==> src/rtl/serial_addsub.sv <==
// serial_addsub
//
// Bit-serial two's-complement adder/subtractor. A single full-adder cell is
// iterated once per clock over the operand bits, LSB first, with the carry
// held in a register between steps. Subtraction is A + ~B + 1: B is inverted
// when it is loaded and the carry is seeded with 1.
//
// Handshake: the block accepts an operation when start=1 is sampled while it
// is not busy (IDLE or DONE). busy is then high for WIDTH cycles and done
// pulses for one cycle when sum/cout/ovfl/zero update. start during RUN is
// ignored. busy and done are never high together.
//
// Ports:
//   clk   - rising-edge clock
//   rst   - synchronous, active-high reset
//   start - request an operation (sampled on clk)
//   sub   - 0: A+B, 1: A-B (sampled with start)
//   a, b  - operands (sampled with start)
//   busy  - operation in progress
//   done  - one-cycle pulse when result and flags update
//   sum   - registered result
//   cout  - carry out of the MSB (for subtraction 1 = no borrow)
//   ovfl  - signed overflow
//   zero  - sum == 0
module serial_addsub #(
    parameter int WIDTH = 16
) (
    input  logic             clk,
    input  logic             rst,
    input  logic             start,
    input  logic             sub,
    input  logic [WIDTH-1:0] a,
    input  logic [WIDTH-1:0] b,
    output logic             busy,
    output logic             done,
    output logic [WIDTH-1:0] sum,
    output logic             cout,
    output logic             ovfl,
    output logic             zero
);

    localparam int CNT_W = $clog2(WIDTH);
    localparam logic [CNT_W-1:0] LAST_BIT = CNT_W'(WIDTH - 1);

    typedef enum logic [1:0] {
        IDLE = 2'd0,
        RUN  = 2'd1,
        DONE = 2'd2
    } state_t;

    state_t             state_q, state_d;
    logic [WIDTH-1:0]   a_sh_q, a_sh_d;
    logic [WIDTH-1:0]   b_sh_q, b_sh_d;
    logic [WIDTH-1:0]   res_q, res_d;
    logic               carry_q, carry_d;
    logic [CNT_W-1:0]   cnt_q, cnt_d;
    logic [WIDTH-1:0]   sum_q, sum_d;
    logic               cout_q, cout_d;
    logic               ovfl_q, ovfl_d;
    logic               zero_q, zero_d;

    // Full-adder cell and the result word as it will look after this step.
    logic               sum_bit;
    logic               carry_nxt;
    logic [WIDTH-1:0]   res_nxt;
    logic               last_step;

    always_comb begin
        sum_bit   = a_sh_q[0] ^ b_sh_q[0] ^ carry_q;
        carry_nxt = (a_sh_q[0] & b_sh_q[0]) | ((a_sh_q[0] ^ b_sh_q[0]) & carry_q);
        res_nxt   = {sum_bit, res_q[WIDTH-1:1]};
        last_step = (cnt_q == LAST_BIT);

        state_d = state_q;
        a_sh_d  = a_sh_q;
        b_sh_d  = b_sh_q;
        res_d   = res_q;
        carry_d = carry_q;
        cnt_d   = cnt_q;
        sum_d   = sum_q;
        cout_d  = cout_q;
        ovfl_d  = ovfl_q;
        zero_d  = zero_q;

        case (state_q)
            IDLE, DONE: begin
                if (start) begin
                    a_sh_d  = a;
                    b_sh_d  = sub ? ~b : b;
                    carry_d = sub;
                    cnt_d   = '0;
                    state_d = RUN;
                end else begin
                    state_d = IDLE;
                end
            end
            RUN: begin
                a_sh_d  = a_sh_q >> 1;
                b_sh_d  = b_sh_q >> 1;
                carry_d = carry_nxt;
                res_d   = res_nxt;
                if (last_step) begin
                    // carry_q here is the carry into the MSB; overflow is
                    // its disagreement with the carry out of the MSB.
                    sum_d   = res_nxt;
                    cout_d  = carry_nxt;
                    ovfl_d  = carry_q ^ carry_nxt;
                    zero_d  = (res_nxt == '0);
                    state_d = DONE;
                end else begin
                    cnt_d = cnt_q + 1'b1;
                end
            end
            default: state_d = IDLE;
        endcase
    end

    always_ff @(posedge clk) begin
        if (rst) begin
            state_q <= IDLE;
            a_sh_q  <= '0;
            b_sh_q  <= '0;
            res_q   <= '0;
            carry_q <= 1'b0;
            cnt_q   <= '0;
            sum_q   <= '0;
            cout_q  <= 1'b0;
            ovfl_q  <= 1'b0;
            zero_q  <= 1'b0;
        end else begin
            state_q <= state_d;
            a_sh_q  <= a_sh_d;
            b_sh_q  <= b_sh_d;
            res_q   <= res_d;
            carry_q <= carry_d;
            cnt_q   <= cnt_d;
            sum_q   <= sum_d;
            cout_q  <= cout_d;
            ovfl_q  <= ovfl_d;
            zero_q  <= zero_d;
        end
    end

    // Status outputs decode the state register directly, so they are glitch-free.
    assign busy = (state_q == RUN);
    assign done = (state_q == DONE);
    assign sum  = sum_q;
    assign cout = cout_q;
    assign ovfl = ovfl_q;
    assign zero = zero_q;

endmodule

==> config.mk <==
export PLATFORM = sky130hd
export DESIGN_NAME = serial_addsub
export DESIGN_NICKNAME = d
export VERILOG_FILES = /design/src/rtl/serial_addsub.sv
export SDC_FILE = /design/constraint.sdc
export NUM_CORES = 1
export LEC_CHECK = 0
export CAP_MARGIN = 5
export CORE_UTILIZATION = 50
export DETAILED_ROUTE_END_ITERATION = 16
export HOLD_SLACK_MARGIN = 0.02
export PLACE_DENSITY = 0.84
export RECOVER_POWER = 50
export SYNTH_ARGS = -nofsm -noshare
export SYNTH_HDL_FRONTEND = slang
export SYNTH_SLANG_ARGS = --single-unit
==> constraint.sdc <==
create_clock -name clk -period 3.5 [get_ports clk]
set_input_delay 0.525 -clock clk [delete_from_list [all_inputs] [get_ports clk]]
set_output_delay 0.525 -clock clk [all_outputs]
set_load 0.1 [all_outputs]
==> flow_summary.html <==
<table>
<tr><th>Metric</th><th>Value</th></tr>
<tr><th colspan="2">Setup path</th></tr>
<tr><td>Launch point of the critical path</td><td>state_q[0]</td></tr>
<tr><td>Kind of capture point of the worst setup path</td><td>output pin</td></tr>
<tr><td>Worst-path maximum fanout</td><td>4</td></tr>
<tr><td>Required time reported for the critical path endpoint</td><td>2970 ps</td></tr>
<tr><td>Type of the setup path with the least slack</td><td>flip-flop to output pin</td></tr>
<tr><td>Reg2reg setup slack</td><td>1340 ps</td></tr>
<tr><td>R2R cell count</td><td>4</td></tr>
<tr><td>Cell-by-cell trace of the critical path</td><td>nor2b_1 &gt; clkdlybuf4s50_1</td></tr>
<tr><td>Worst reg2reg path endpoint</td><td>cnt_q[3]</td></tr>
<tr><td>Startpoint kind of the worst setup timing path</td><td>flip-flop</td></tr>
<tr><td>Launch point of the worst reg-to-reg path</td><td>state_q[1]</td></tr>
<tr><td>Data arrival, critical path</td><td>1930 ps</td></tr>
<tr><td>Library cell contributing the largest single delay on the critical path</td><td>clkdlybuf4s50_1</td></tr>
<tr><td>Longest individual stage delay on the worst path</td><td>1130 ps</td></tr>
<tr><th colspan="2">Timing</th></tr>
<tr><td>Worst-margin pin slew</td><td>1380 ps</td></tr>
<tr><td>Time the final worst path needs with I/O delays and setup</td><td>2460 ps</td></tr>
<tr><td>Largest clock skew in the final design</td><td>5.57 ps</td></tr>
<tr><td>Final-layout setup total negative slack</td><td>0 ps</td></tr>
<tr><td>Max frequency</td><td>407 MHz</td></tr>
<tr><td>Hold Worst Slack</td><td>472 ps</td></tr>
<tr><td>Worst rel slew slack</td><td>7.89%</td></tr>
<tr><td>Unrepaired setup endpoints after global routing</td><td>no</td></tr>
<tr><td>Final setup violating endpoints</td><td>0</td></tr>
<tr><td>Crit share post-route</td><td>70.2%</td></tr>
<tr><td>Setup slack after layout</td><td>1040 ps</td></tr>
<tr><td>Final-report hold violation count</td><td>0</td></tr>
<tr><td>Final slew viol count</td><td>0</td></tr>
<tr><th colspan="2">Power and ir drop</th></tr>
<tr><td>P per Cell Area</td><td>497 nW/um^2</td></tr>
<tr><td>Total Power Consumption</td><td>1.89 mW</td></tr>
<tr><td>Total leakage power</td><td>1.29 nW</td></tr>
<tr><td>Worst supply voltage drop on vdd</td><td>0.240 mV</td></tr>
<tr><th colspan="2">Route</th></tr>
<tr><td>Routed Antenna Nets</td><td>0</td></tr>
<tr><td>Via density per instance</td><td>5.81</td></tr>
<tr><td>Post-Route WL</td><td>6.62 mm</td></tr>
<tr><td>Detailed-route DRC error count</td><td>0</td></tr>
<tr><td>Number of DRC markers after the initial detailed-route iteration</td><td>200</td></tr>
<tr><td>Total via count after detailed routing</td><td>2749</td></tr>
<tr><td>Number of iterations in the first detailed-routing pass</td><td>5</td></tr>
<tr><td>Wirelength per Cell</td><td>14.0 um</td></tr>
<tr><th colspan="2">CTS</th></tr>
<tr><td>Clock network latency to the later pin of the worst-skew pair</td><td>340 ps</td></tr>
<tr><td>Total clock sinks</td><td>73</td></tr>
<tr><td>Clock root cell</td><td>clkbuf_8</td></tr>
<tr><td>CTS-repair resized insts</td><td>0</td></tr>
<tr><td>Number of setup buffers added after CTS</td><td>0</td></tr>
<tr><td>Number of buffers on the longest clock path</td><td>2</td></tr>
<tr><td>TritonCTS clock tree</td><td>done</td></tr>
<tr><td>Number of buffers created by CTS</td><td>9</td></tr>
<tr><td>CTS hold repair buffers</td><td>0</td></tr>
<tr><td>Register clock-pin slew on the reported worst setup and hold paths</td><td>70 ps</td></tr>
<tr><td>Number of levels the H-tree was split into</td><td>3</td></tr>
<tr><th colspan="2">Yosys</th></tr>
<tr><td>Fraction of the mapped netlist area in adder cells</td><td>1.06%</td></tr>
<tr><td>XOR/XNOR share of the synthesized area</td><td>4.85%</td></tr>
<tr><td>Basic-gate share of the synthesized area counting and, or, nand and nor cells</td><td>15.3%</td></tr>
<tr><td>Synth warnings</td><td>0</td></tr>
<tr><td>Post-synthesis sequential area ratio</td><td>47.6%</td></tr>
<tr><td>Number of different library cells in the post-synthesis netlist</td><td>28</td></tr>
<tr><td>Post-synthesis mux area share</td><td>0%</td></tr>
<tr><td>Netlist Area Pre-Place</td><td>3070 um^2</td></tr>
<tr><td>Synthesized netlist net count</td><td>397</td></tr>
<tr><td>Dominant combinational cell family by area after synthesis</td><td>compound AO/OA/AOI/OAI gates</td></tr>
<tr><td>Mean instance size in the synthesized netlist</td><td>8.55 um^2</td></tr>
<tr><td>Complex-gate fraction of the synthesized area</td><td>24.7%</td></tr>
<tr><td>Number of storage elements in the synthesis netlist</td><td>73</td></tr>
<tr><td>Number of cells produced by synthesis</td><td>359</td></tr>
<tr><th colspan="2">Worst hold path</th></tr>
<tr><td>Min-Delay Startpoint</td><td>b_sh_q[15]</td></tr>
<tr><td>Instance count along the most critical hold path</td><td>2</td></tr>
<tr><td>Worst min-delay path category</td><td>flip-flop to flip-flop</td></tr>
<tr><td>Endpoint of the worst hold path</td><td>b_sh_q[15]</td></tr>
<tr><th colspan="2">Cells and area</th></tr>
<tr><td>Net total in the final layout</td><td>431</td></tr>
<tr><td>Final antenna diode count</td><td>0</td></tr>
<tr><td>Post-route standard cell area excluding fillers</td><td>3810 um^2</td></tr>
<tr><td>Most common library cell in the layout ignoring fill and taps</td><td>dfxtp_1</td></tr>
<tr><td>Growth of design area from synthesis to finish</td><td>24.0%</td></tr>
<tr><td>Share of cells above drive strength 1</td><td>6.53%</td></tr>
<tr><td>Commonest non-fill, non-tap cells in the layout</td><td>73 x dfxtp_1, 69 x a21oi_1, 54 x clkdlybuf4s50_1</td></tr>
<tr><th colspan="2">Die</th></tr>
<tr><td>Placeable core region</td><td>5920 um^2</td></tr>
<tr><td>Height of the chip</td><td>80.3 um</td></tr>
<tr><td>Number of top-level pins</td><td>57</td></tr>
<tr><td>Initial Util</td><td>51.8%</td></tr>
<tr><td>Number of standard-cell rows in the floorplan</td><td>28</td></tr>
<tr><td>DIE AREA</td><td>6460 um^2</td></tr>
<tr><td>Die Width</td><td>80.3 um</td></tr>
<tr><th colspan="2">Global routing</th></tr>
<tr><td>Vias in the first global route</td><td>2500</td></tr>
<tr><td>Tot GR Track Use</td><td>22.1%</td></tr>
<tr><td>Maximum number of pins on one net before global-route repair</td><td>75</td></tr>
<tr><td>Global-route wire length before repair</td><td>11.1 mm</td></tr>
<tr><td>Sum of overflow across all layers after global routing</td><td>0</td></tr>
<tr><td>Initial antenna violation count</td><td>0</td></tr>
<tr><th colspan="2">Run</th></tr>
<tr><td>Max capacitance violation total</td><td>0</td></tr>
<tr><th colspan="2">Placement</th></tr>
<tr><td>HPWL after DPL</td><td>4.03 mm</td></tr>
<tr><td>IO Port Bufs</td><td>56</td></tr>
<tr><td>Post-Place Setup Slack</td><td>1300 ps</td></tr>
<tr><td>Placed cell area</td><td>3560 um^2</td></tr>
<tr><td>Weighted congestion reported at the end of routability-driven placement</td><td>0.757</td></tr>
<tr><th colspan="2">Outcome</th></tr>
<tr><td>Result of the run</td><td>finished clean</td></tr>
</table>
per-stage QoR:
step	utilization, %	std cells
5_1_grt	64.3	473
3_3_place_gp	60.2	457
3_5_place_dp	60.2	457
6_report	64.3	473
4_1_cts	64.3	473
2_1_floorplan	-	359
registers in the layout, indices dropped and copies added, names as in the netlist:
register,flops
zero,1
carry_q,1
cnt_q,4
res_q,15
sum,16
ovfl,1
a_sh_q,16
b_sh_q,16
state_q,2
cout,1
critical path, delay by kind of cell (launching register included):
kind,cells,cell delay [ps]
flip-flops,1,340
AND/OR/NAND/NOR,1,110
buffers and inverters,1,1130
cell type report:
| class | instances | area, um^2 |
|---|---|---|
| timing repair buffer | 61 | 588 |
| fill | 502 | 2110 |
| clock inverter | 5 | 103 |
| multi-input combinational | 247 | 1420 |
| clock buffer | 11 | 141 |
| sequential | 73 | 1460 |
| inverter | 1 | 3.75 |
| tap | 75 | 93.8 |
worst max-delay path by stage:
stage	end	cells past startpoint
2_1_floorplan	done	1
3_3_place_gp	b_sh_q[0]	4
3_5_place_dp	b_sh_q[8]	4
4_1_cts	done	2
5_1_grt	done	2
6_report	done	2
routing by layer:
metal	vias up	track usage (%)	wire length, um	part of all wire [%]
li1	1358	-	-	-
met1	1291	26.6	2840	43
met2	91	37.8	3390	51
met3	9	4.20	289	4.4
met4	0	10.0	94	1.4
met5	-	0	0	0
logic make-up (layout without fill, tap and decap cells):
| kind of cell | Yosys count | after routing |
|---|---|---|
| buffers and inverters | 39 | 78 |
| adders and majority gates | 2 | 2 |
| and+or+nand+nor | 99 | 99 |
| DFF | 73 | 73 |
| AOI/OAI and AO/OA | 129 | 129 |
| xor gates and xnor gates | 17 | 17 |
synthesized netlist by cell type, drive strengths merged:
cell    instances  area [um^2]
buf            28          156
nand2          33          124
a41oi           1         8.76
nand3          52          260
o21ai          20          100
fa              1         20.0
xor2           16          140
o21a            1         7.51
nand4           1         6.26
nor4            4         25.0
o211ai          3         22.5
nor2b           4         25.0
a311oi          2         17.5
nor3            1         5.00
ha              1         12.5
xnor2           1         8.76
and3            1         6.26
a22oi          31          233
a21oi          69          345
inv             1         3.75
a211oi          1         7.51
clkbuf         10         37.5
dfxtp          73         1460
nand2b          2         12.5
or3             1         6.26
o41ai           1         16.3
power breakdown:
part	internal (mW)	leakage (nW)	switching [mW]	total (mW)
combinational	0.0852	0.577	0.125	0.210
clock	0.492	0.120	0.306	0.798
sequential	0.863	0.594	0.0194	0.882
total	1.44	1.29	0.450	1.89
Note: power is estimated with default switching activity, not from simulation.
